<file path="config.mk">
export PLATFORM = sky130hd
export DESIGN_NAME = queue_drain_flat
export DESIGN_NICKNAME = d
export VERILOG_FILES = /design/src/rtl/queue_drain_if.sv /design/src/rtl/queue_drain.sv /design/src/flat_wrapper.sv
export SDC_FILE = /design/constraint.sdc
export NUM_CORES = 1
export LEC_CHECK = 0
export BUFFER_PORTS_ARGS = -buffer_cell sky130_fd_sc_hd__buf_2
export CORE_AREA = 2 2 103 105
export DETAILED_ROUTE_END_ITERATION = 10
export DIE_AREA = 0 0 105 107
export GPL_ROUTABILITY_DRIVEN = 1
export GPL_TIMING_DRIVEN = 0
export PLACE_DENSITY_LB_ADDON = 0.1
export SYNTH_ARGS = -nofsm -noshare
export SYNTH_HDL_FRONTEND = slang
export SYNTH_SLANG_ARGS = --single-unit
</file>
<file path="constraint.sdc">
create_clock -name clock -period 6.5 [get_ports clock]
set_input_delay 0.325 -clock clock [delete_from_list [all_inputs] [get_ports clock]]
set_output_delay 0.325 -clock clock [all_outputs]
set_load 0.01 [all_outputs]
</file>
<file path="src/rtl/queue_drain_if.sv">
// Handshake bundle for queue_drain: the Queue read side (request/response)
// and the downstream valid/ready message side.
interface queue_drain_if #(
  parameter int MSG_WIDTH = 8
);
  logic                 q_read_ack;
  logic                 q_read_en;
  logic [MSG_WIDTH-1:0] q_read;
  logic                 msg_valid;
  logic [MSG_WIDTH-1:0] msg_data;
  logic                 msg_ready;

  // The drain block: issues dequeue requests and presents messages.
  modport master (
    output q_read_ack,
    input  q_read_en,
    input  q_read,
    output msg_valid,
    output msg_data,
    input  msg_ready
  );

  // The environment: the Queue answering requests and the downstream consumer.
  modport slave (
    input  q_read_ack,
    output q_read_en,
    output q_read,
    input  msg_valid,
    input  msg_data,
    output msg_ready
  );
endinterface

</file>
<file path="src/rtl/queue_drain.sv">
// Consumer end of the Queue read interface. Pulses q_read_ack to dequeue one
// message, samples the Queue response after a settle window, and holds the
// message on a valid/ready handshake until downstream takes it. Empty
// responses back off for POLL_GAP cycles before polling again.
module queue_drain #(
  parameter int MSG_WIDTH = 8,
  parameter int SETTLE    = 2,   // 1..15
  parameter int POLL_GAP  = 4,   // 0..255
  parameter int CNT_WIDTH = 16
) (
  input  logic                 clock,
  input  logic                 reset_n,
  input  logic                 enable,
  queue_drain_if.master        bus,
  output logic                 busy,
  output logic [CNT_WIDTH-1:0] msg_count,
  output logic [CNT_WIDTH-1:0] empty_polls
);

  localparam logic [2:0] S_IDLE    = 3'd0;
  localparam logic [2:0] S_REQ     = 3'd1;
  localparam logic [2:0] S_SETTLE  = 3'd2;
  localparam logic [2:0] S_HOLD    = 3'd3;
  localparam logic [2:0] S_BACKOFF = 3'd4;

  localparam logic [3:0] SETTLE_LOAD = 4'(SETTLE - 1);
  localparam logic [7:0] GAP_LOAD    = 8'(POLL_GAP);

  logic [2:0]           state;
  logic [2:0]           next_state;
  logic [3:0]           settle_cnt;
  logic [7:0]           gap_cnt;
  logic                 ack_q;
  logic                 busy_q;
  logic                 valid_q;
  logic [MSG_WIDTH-1:0] data_q;
  logic                 sample_now;

  // The settle window closes on the last SETTLE cycle; the Queue response is read then.
  assign sample_now = (state == S_SETTLE) && (settle_cnt == '0);

  // Next-state selection for the request / settle / hold / backoff cycle.
  always_comb begin
    // NOTE: next_state gets a default before the case so every path assigns it
    // and no latch is inferred.
    next_state = state;
    case (state)
      S_IDLE:    if (enable) next_state = S_REQ;
      S_REQ:     next_state = S_SETTLE;
      S_SETTLE:  if (sample_now) next_state = bus.q_read_en ? S_HOLD : S_BACKOFF;
      S_HOLD:    if (bus.msg_ready) next_state = enable ? S_REQ : S_IDLE;
      S_BACKOFF: begin
        if (!enable)              next_state = S_IDLE;
        else if (gap_cnt == '0)   next_state = S_REQ;
      end
      default:   next_state = S_IDLE;
    endcase
  end

  // State register plus registered ack/busy so the Queue sees a glitch-free request edge.
  always_ff @(posedge clock or negedge reset_n) begin
    if (!reset_n) begin
      // NOTE: sequential state uses non-blocking assignments so every flop
      // samples pre-edge values regardless of block ordering.
      state  <= S_IDLE;
      ack_q  <= 1'b0;
      busy_q <= 1'b0;
    end else begin
      state  <= next_state;
      ack_q  <= (next_state == S_REQ);
      busy_q <= (next_state != S_IDLE);
    end
  end

  // Settle and backoff timers.
  always_ff @(posedge clock or negedge reset_n) begin
    if (!reset_n) begin
      settle_cnt <= '0;
      gap_cnt    <= '0;
    end else begin
      if (state == S_REQ)
        settle_cnt <= SETTLE_LOAD;
      else if (state == S_SETTLE && settle_cnt != '0)
        settle_cnt <= settle_cnt - 1'b1;

      if (sample_now && !bus.q_read_en)
        gap_cnt <= GAP_LOAD;
      else if (state == S_BACKOFF && enable && gap_cnt != '0)
        gap_cnt <= gap_cnt - 1'b1;
    end
  end

  // Message capture, downstream handshake and statistics.
  always_ff @(posedge clock or negedge reset_n) begin
    if (!reset_n) begin
      valid_q     <= 1'b0;
      data_q      <= '0;
      msg_count   <= '0;
      empty_polls <= '0;
    end else begin
      if (sample_now) begin
        if (bus.q_read_en) begin
          data_q  <= bus.q_read;
          valid_q <= 1'b1;
        end else if (empty_polls != '1) begin
          empty_polls <= empty_polls + 1'b1;
        end
      end
      // msg_data is only rewritten on capture, so it stays put through HOLD.
      if (state == S_HOLD && bus.msg_ready) begin
        valid_q   <= 1'b0;
        msg_count <= msg_count + 1'b1;
      end
    end
  end

  assign bus.q_read_ack = ack_q;
  assign bus.msg_valid  = valid_q;
  assign bus.msg_data   = data_q;
  assign busy           = busy_q;

endmodule
</file>
<file path="src/flat_wrapper.sv">
// flat-port wrapper written by rule: the top's interface ports become plain ports
module queue_drain_flat 
#(
  parameter int MSG_WIDTH = 8,
  parameter int SETTLE    = 2,           
  parameter int POLL_GAP  = 4,            
  parameter int CNT_WIDTH = 16
)
  (clock, reset_n, enable, busy, msg_count, empty_polls, bus_q_read_ack, bus_q_read_en, bus_q_read, bus_msg_valid, bus_msg_data, bus_msg_ready);
  queue_drain_if #(.MSG_WIDTH(MSG_WIDTH)) bus_i ();
  input  logic clock;
  input  logic reset_n;
  input  logic enable;
  output logic busy;
  output logic [CNT_WIDTH-1:0] msg_count;
  output logic [CNT_WIDTH-1:0] empty_polls;
  output wire logic [$bits(bus_i.q_read_ack)-1:0] bus_q_read_ack;
  input wire logic [$bits(bus_i.q_read_en)-1:0] bus_q_read_en;
  input wire logic [$bits(bus_i.q_read)-1:0] bus_q_read;
  output wire logic [$bits(bus_i.msg_valid)-1:0] bus_msg_valid;
  output wire logic [$bits(bus_i.msg_data)-1:0] bus_msg_data;
  input wire logic [$bits(bus_i.msg_ready)-1:0] bus_msg_ready;
  assign bus_q_read_ack = bus_i.q_read_ack;
  assign bus_i.q_read_en = bus_q_read_en;
  assign bus_i.q_read = bus_q_read;
  assign bus_msg_valid = bus_i.msg_valid;
  assign bus_msg_data = bus_i.msg_data;
  assign bus_i.msg_ready = bus_msg_ready;
  queue_drain #(.MSG_WIDTH(MSG_WIDTH), .SETTLE(SETTLE), .POLL_GAP(POLL_GAP), .CNT_WIDTH(CNT_WIDTH)) u_core (.clock(clock), .reset_n(reset_n), .enable(enable), .bus(bus_i), .busy(busy), .msg_count(msg_count), .empty_polls(empty_polls));
endmodule
</file>
==> run metrics, run 1 <==
H-tree Lvls 3; GRT overflow 0; Mapped Area about 0.0028 mm^2; HPWL Detailed roughly 4200 um; Critical-path top delay cell dfrtp_1; FF-to-FF path depth 8; worst skew pair latency 0.33 ns; r2r endpoint u_core.empty_polls[1]; RSZ-0062 raised after global routing no; CTS tree built; CP Buf/Inv Count 3; DP Cell Count 441; Worst Setup SP u_core.settle_cnt[0]; die area between 0.01 and 0.015 mm^2; initial antenna violation count 0; Die Height 107 um; site row count 37; Synth top cells by count 58 x dfrtp_1, 21 x nand2_1, 18 x xnor2_1, 18 x xor2_1; core region area 0.0101 mm^2; Synth Instances 250; 1st-pass router iterations 4; number of remaining DRC errors 0; RePlAce Congestion 0.681; asr flop ratio synth between 90% and 100%; Slew HR 43.5%; DRT antenna net count 0; register area share after synthesis about half; Yosys warnings 0; Gates resized, CTS repair 0; skew final roughly 0.011 ns; worst reg2reg path startpoint u_core.settle_cnt[0]; Total Wirelength 5970 um; Hold Path Class input port to asynchronous set/reset pin; min cycle time layout 2.36 ns; post-CTS setup buffer count 0; setup violators final 0; CTS buffer count 9; root buffer cell clkbuf_8; Yosys cell types 46; top-count cell post-synth dfrtp_1; f_max between 0.4 and 0.5 GHz; drt wl/cell 13.1 um; Reg2Reg Setup Slack slightly above 4 ns; status completed; worst slew pin tran 0.839 ns; max-slew violation count 0; largest net degree at the start of global routing 59; DR vias 2066; Via density 4.52; number of synthesized register bits 58; worst-path cell chain inv_1, ha_1, or3b_1, clkbuf_1, or3_1, buf_6, a21oi_1, mux2_2; first-pass GRT wire length 10200 um; register area 0.00145 mm^2; DRT iter0 DRCs 73; Max-Cap Viols 0; layout cells sized above 1 31.8%; Die Width 105 um; Top delay family on crit path simple AND/OR/NAND/NOR gates; cell taking the most area after synthesis dfrtp_1; crit path to u_core.empty_polls[1]; number of port buffers 55; share of the synthesized area in the top cell type 50.9%; ant diodes 0; Area contributors post-synth dfrtp_1 51%, xnor2_1 5.5%, xor2_1 5.5%; Leak 1.60 nW; prevailing post-synth register cell dfrtp_1; DP Worst Slack 4.12 ns; Worst Path Arrival 2.58 ns; final worst slack 4.14 ns; synth-to-layout area growth 24.1%; Worst Path Max Fanout 7; Clock Path Buffers 2; Post-Layout Cell Count 457; Fin Setup TNS 0 ns; worst vdd ir 102 uV; Final Util 35.0%; Crit path largest cell delay 0.38 ns; syn avg cell area 11.4 um^2; IO Pins 56; Mapped Nets 268; CP Class flop to flop; clk sink count 58; clock slew at reported path FFs 0.07 ns; required time worst endpoint 6.71 ns; WP depth 8; total power around 1.3 mW; area of the multi-input gates 0.00130 mm^2; crit start category flop; GR Util All Layers 11.5%; fillers roughly 1100; final hold viol count 0; initial core utilization 28.2%; CP Capture Type flop; Final Cycle Share between 30% and 40%; PwrDens 379 mW/mm^2; Post-CTS Hold Fix Bufs 0; vias in the first global route ~2000; Post-synth EDFFs 0; Final Net Count 334
==> layout by cell type (no fill, tap or decap), types with 3 or more instances in the layout <==
cell type  count
dfrtp_1       58
xor2_1        18
clkbuf_8      12
nand3_1       13
nand2_1       21
nor3b_1        3
and3_1         4
or3_1          5
ha_1           5
buf_2         57
nand4_1        5
a2111oi_2      4
a211oi_1       6
inv_1          9
nor4_1         3
nor3_1         3
nor2_1        13
mux2_2        10
buf_6          3
a21oi_1        8
o21ai_0        3
or2_2          3
xnor2_1       18
nand2b_1       3
==> cell type report <==
type / count / share of cell area (%)
multi-input cells: 175 / 36.9
clock inverters: 4 / 2.05
plain buffers: 8 / 1.70
well taps: 136 / 4.81
inverters: 9 / 0.956
flip-flops and latches: 58 / 41.1
clock buffers: 12 / 4.67
repair buffers: 55 / 7.86
==> logic make-up after synthesis <==
logic type / share of synthesized area [%]
simple gates: 18.1
flops: 50.9
xor+xnor: 11.1
compound gates: 10.4
buf+inv: 3.29
mux: 3.95
fa+ha+maj: 2.20
==> routing by layer <==
metal | wire (um) | global-route usage (%)
met1 | 2750 | 13.9
met2 | 2930 | 19.2
met3 | 228 | 3.16
met4 | 60 | 4.86
met5 | 0 | 0
==> power breakdown <==
group | switching [mW] | internal (mW) | total [mW]
logic | 0.222 | 0.189 | 0.411
registers | 0.0802 | 0.457 | 0.537
clock network | 0.143 | 0.247 | 0.390
==> through the flow <==
step | cell area [um^2] | hold WS [ns]
finish | 3530 | 0.0745
detailed placement | 3300 | 0.462
global placement | 3290 | 0.455
global route | 3530 | 0.130
floorplan | 2850 | 0.0294
CTS | 3530 | 0.0875
==> flip-flops by register name, summed over array words and instances (netlist names) <==
register               flops
u_core.gap_cnt             8
u_core.bus.msg_valid       1
u_core.bus.msg_data        8
u_core.bus.q_read_ack      1
u_core.msg_count          16
u_core.settle_cnt          4
u_core.state               3
u_core.busy                1
u_core.empty_polls        16
==> how the worst min path moves through the flow <==
stage / start / end / slack, ns / cells past startpoint
after CTS: reset_n / u_core.msg_count[8] / 0.09 / 1
after global placement: u_core.msg_count[15] / u_core.msg_count[15] / 0.45 / 1
final: reset_n / u_core.msg_count[6] / 0.07 / 1
after detailed placement: reset_n / u_core.settle_cnt[3] / 0.46 / 1
after floorplan: reset_n / u_core.bus.msg_data[0] / 0.03 / 0
after global routing: reset_n / u_core.msg_count[12] / 0.13 / 1
No activity file was read; power rests on OpenSTA's default activity.
==> run 2: changes to the inputs <==
--- a/config.mk
+++ b/config.mk
@@ -5,10 +5,11 @@
 export SDC_FILE = /design/constraint.sdc
 export NUM_CORES = 1
 export LEC_CHECK = 0
+export ABC_AREA = 1
 export BUFFER_PORTS_ARGS = -buffer_cell sky130_fd_sc_hd__buf_2
-export CORE_AREA = 2 2 103 105
+export CORE_AREA = 2 2 109 111
 export DETAILED_ROUTE_END_ITERATION = 10
-export DIE_AREA = 0 0 105 107
+export DIE_AREA = 0 0 111 113
 export GPL_ROUTABILITY_DRIVEN = 1
 export GPL_TIMING_DRIVEN = 0
 export PLACE_DENSITY_LB_ADDON = 0.1
==> constraint.sdc (replaced) <==
create_clock -name clock -period 2.3 [get_ports clock]
set_input_delay 0.115 -clock clock [delete_from_list [all_inputs] [get_ports clock]]
set_output_delay 0.115 -clock clock [all_outputs]
set_load 0.01 [all_outputs]
==> run metrics, run 2 <==
Total Wirelength 7640 um (+28%); prevailing post-synth register cell dfrtp_1; number of synthesized register bits 58 (unchanged); Synth top cells by count 171 x nand2_1, 58 x dfrtp_1, 45 x inv_1; Internal 2.67 mW (+200%); post-CTS setup buffer count 0 (unchanged); total power 4.16 mW (+210%); CTS tree built; Worst Path Arrival 1.95 ns (-0.63 ns); M2 GR Usage 21.1% (+1.9 points); DP Cell Count 624 (+41%); DRT iter0 DRCs 48 (-34%); layout cells sized above 1 17.9% (-14 points); status completed; Critical-path top delay cell dfrtp_1; required time worst endpoint 2.48 ns (-4.23 ns); final hold viol count 0 (unchanged); die area 0.0125 mm^2 (+12%); GRT overflow 0 (unchanged); Slew HR 47.6% (+4.0 points); CTS buffer count 9 (unchanged); NetSw 1.48 mW (+230%); Die Height 113 um (+5.6%); ant diodes 0 (unchanged); worst-path cell chain inv_1, ha_1, nand3_2, nor2_8, nand2_4, o21ai_0, o21ai_0; register area share after synthesis 45.1% (-5.8 points); min cycle time layout 1.77 ns (-0.593 ns); RePlAce Congestion 0.739 (+8.4%); worst skew pair latency 0.34 ns (about the same); Post-Layout Cell Count 641 (+40%); Max-Cap Viols 0 (unchanged); HPWL Detailed 5420 um (+28%); RSZ-0062 raised after global routing no; fillers 1197 (+13%); Worst Path Max Fanout 10 (+3); core region area 0.0113 mm^2 (+12%); synth-to-layout area growth 24.4%; DR vias 2783 (+35%); syn avg cell area 7.55 um^2 (-34%); cell taking the most area after synthesis dfrtp_1; vias in the first global route 2698 (+33%); worst vdd ir 609 uV (+500%); met1 GRT Util 16.5% (+2.6 points); CP Class flop to flop; DRT antenna net count 0 (unchanged); root buffer cell clkbuf_16; H-tree Lvls 3 (unchanged); crit start category flop; site row count 39 (+5.4%); GR Util All Layers 13.1% (+1.6 points); drt wl/cell 11.9 um (-8.7%); PwrDens 1040 mW/mm^2 (+170%); number of remaining DRC errors 0 (unchanged); initial antenna violation count 0 (unchanged); setup violators final 0 (unchanged); Hold Path Class input port to flop; Die Width 111 um (+5.7%); switch share 35.7% (+2.4 points); Area contributors post-synth dfrtp_1 45%, nand2_1 20%, inv_1 5.3%; Mapped Area 0.00322 mm^2 (+13%); Final Net Count 511 (+53%); Final Cycle Share 77.0% (+41 points); Leak 2.06 nW (+29%); clk sink count 58 (unchanged); asr flop ratio synth 100% (unchanged); most common cell after layout, fill and taps aside nand2_1; Fin Setup TNS 0 ns (unchanged); most frequent cells in the layout 171 x nand2_1, 58 x dfrtp_1, 55 x buf_2; CP Capture Type flop; Gate power share 29.5% (-1.2 points); Clk pwr share 34.6% (+5.5 points); area of the multi-input gates 0.00156 mm^2 (+20%); initial core utilization 28.5% (+0.30 points); clock slew at reported path FFs 0.05 ns (-0.02 ns); Largest regs u_core.empty_polls: 16 flops, u_core.msg_count: 16 flops; dpl cell area 0.00367 mm^2 (+11%); Clock Path Buffers 2 (unchanged); f_max 0.565 GHz (+33%); first-pass GRT wire length 13100 um (+27%); largest net degree at the start of global routing 59 (unchanged); Via density 4.34 (-4.0%); Worst Hold Margin 0.0127 ns (-0.0617 ns); 1st-pass router iterations 4 (unchanged); IO Pins 56 (unchanged); Top delay family on crit path simple AND/OR/NAND/NOR gates; Crit path largest cell delay 0.37 ns (about the same); critical path's most frequent cell o21ai_0; sequential share of power 35.8% (-4.3 points); worst slew pin tran 0.786 ns (-0.0528 ns); top-count cell post-synth nand2_1; Yosys cell types 25 (-46%); max-slew violation count 0 (unchanged); number of port buffers 55 (unchanged); register area 0.00145 mm^2 (unchanged); M3 GR Usage 4.55% (+1.4 points); Yosys warnings 0 (unchanged); skew final 0.0102 ns (-0.000696 ns); Post-synth EDFFs 0 (unchanged); post-route cell area 0.00400 mm^2 (+13%); grt peak-use layer met2; share of the synthesized area in the top cell type 45.1% (-5.8 points); Synth Instances 426 (+70%); Mapped Nets 444 (+66%); CP Buf/Inv Count 1 (-2)
-- run 2: cell count changes in the layout (fill, tap and decap cells not counted), moves of 12 or more --
cell      change
nand2_1     +150
o21ai_0      +16
nand3_1      +19
inv_1        +36
clkbuf_8     -12
nor2_1       +28
-- run 2: layout make-up --
type	instances	share of cell area (%)
Buffer	4	0.782
Clock buffer	9	5.63
Clock inverter	7	2.35
Inverter	46	4.32
Multi-Input combinational cell	318	39.0
Sequential cell	58	36.3
Tap cell	143	4.47
Timing Repair Buffer	56	7.19
-- run 2: power groups by stage --
stage                     registers (mW)  logic (mW)  clock network (mW)
after floorplan                     1.55       0.787                   0
final                               1.49        1.23                1.44
after global routing                1.53        1.41                1.53
after global placement              1.51        1.23                   0
after CTS                           1.50        1.25                1.49
after detailed placement            1.51        1.24                   0
-- run 2: metrics by stage --
stage / utilization (%) / setup WS, ns
finish: 35.5 / 0.530
detailed placement: 32.6 / 0.510
global placement: 32.6 / 0.523
floorplan: - / 0.713
global route: 35.5 / 0.338
CTS: 35.5 / 0.477
-- run 2: final timing paths --
kind	start	endpoint	slack (ns)	cells past startpoint
worst min register to register	u_core.bus.msg_data[1]	u_core.bus.msg_data[1]	0.46	2
worst min-delay path	bus_q_read[6]	u_core.bus.msg_data[6]	0.01	3
min in group asynchronous	reset_n	u_core.msg_count[6]	0.41	2
max in group asynchronous	reset_n	u_core.gap_cnt[6]	1.37	2
worst max-delay path	u_core.settle_cnt[0]	u_core.gap_cnt[1]	0.53	7
worst max register to register	u_core.settle_cnt[0]	u_core.gap_cnt[1]	0.53	7
-- run 2: worst reg2reg max path: stages (launching register included) --
cell,delay [ns]
dfrtp_1,0.37
inv_1,0.12
ha_1,0.17
nand3_2,0.17
nor2_8,0.22
nand2_4,0.15
o21ai_0,0.26
o21ai_0,0.17
-- run 2: layer usage --
metal	share of wire [%]	up-vias
met2	47	38
met1	48	1260
met3	4.0	8
li1	-	1477
met5	0	-
met4	1.3	0
-- run 2: repair_timing --
item                                   CTS  global route
hold buffers                             1             0
resized for setup                        0             0
endpoints found under the hold margin   58             0
-- run 2: kinds of logic (layout without fill, tap and decap cells) --
group / count (synthesis) / in the layout / share of synthesized area (%)
simple gates: 271 / 271 / 37.3
flops: 58 / 58 / 45.1
buf+inv: 50 / 122 / 6.34
compound gates: 22 / 22 / 3.81
xor+xnor: 20 / 20 / 5.45
fa+ha+maj: 5 / 5 / 1.95
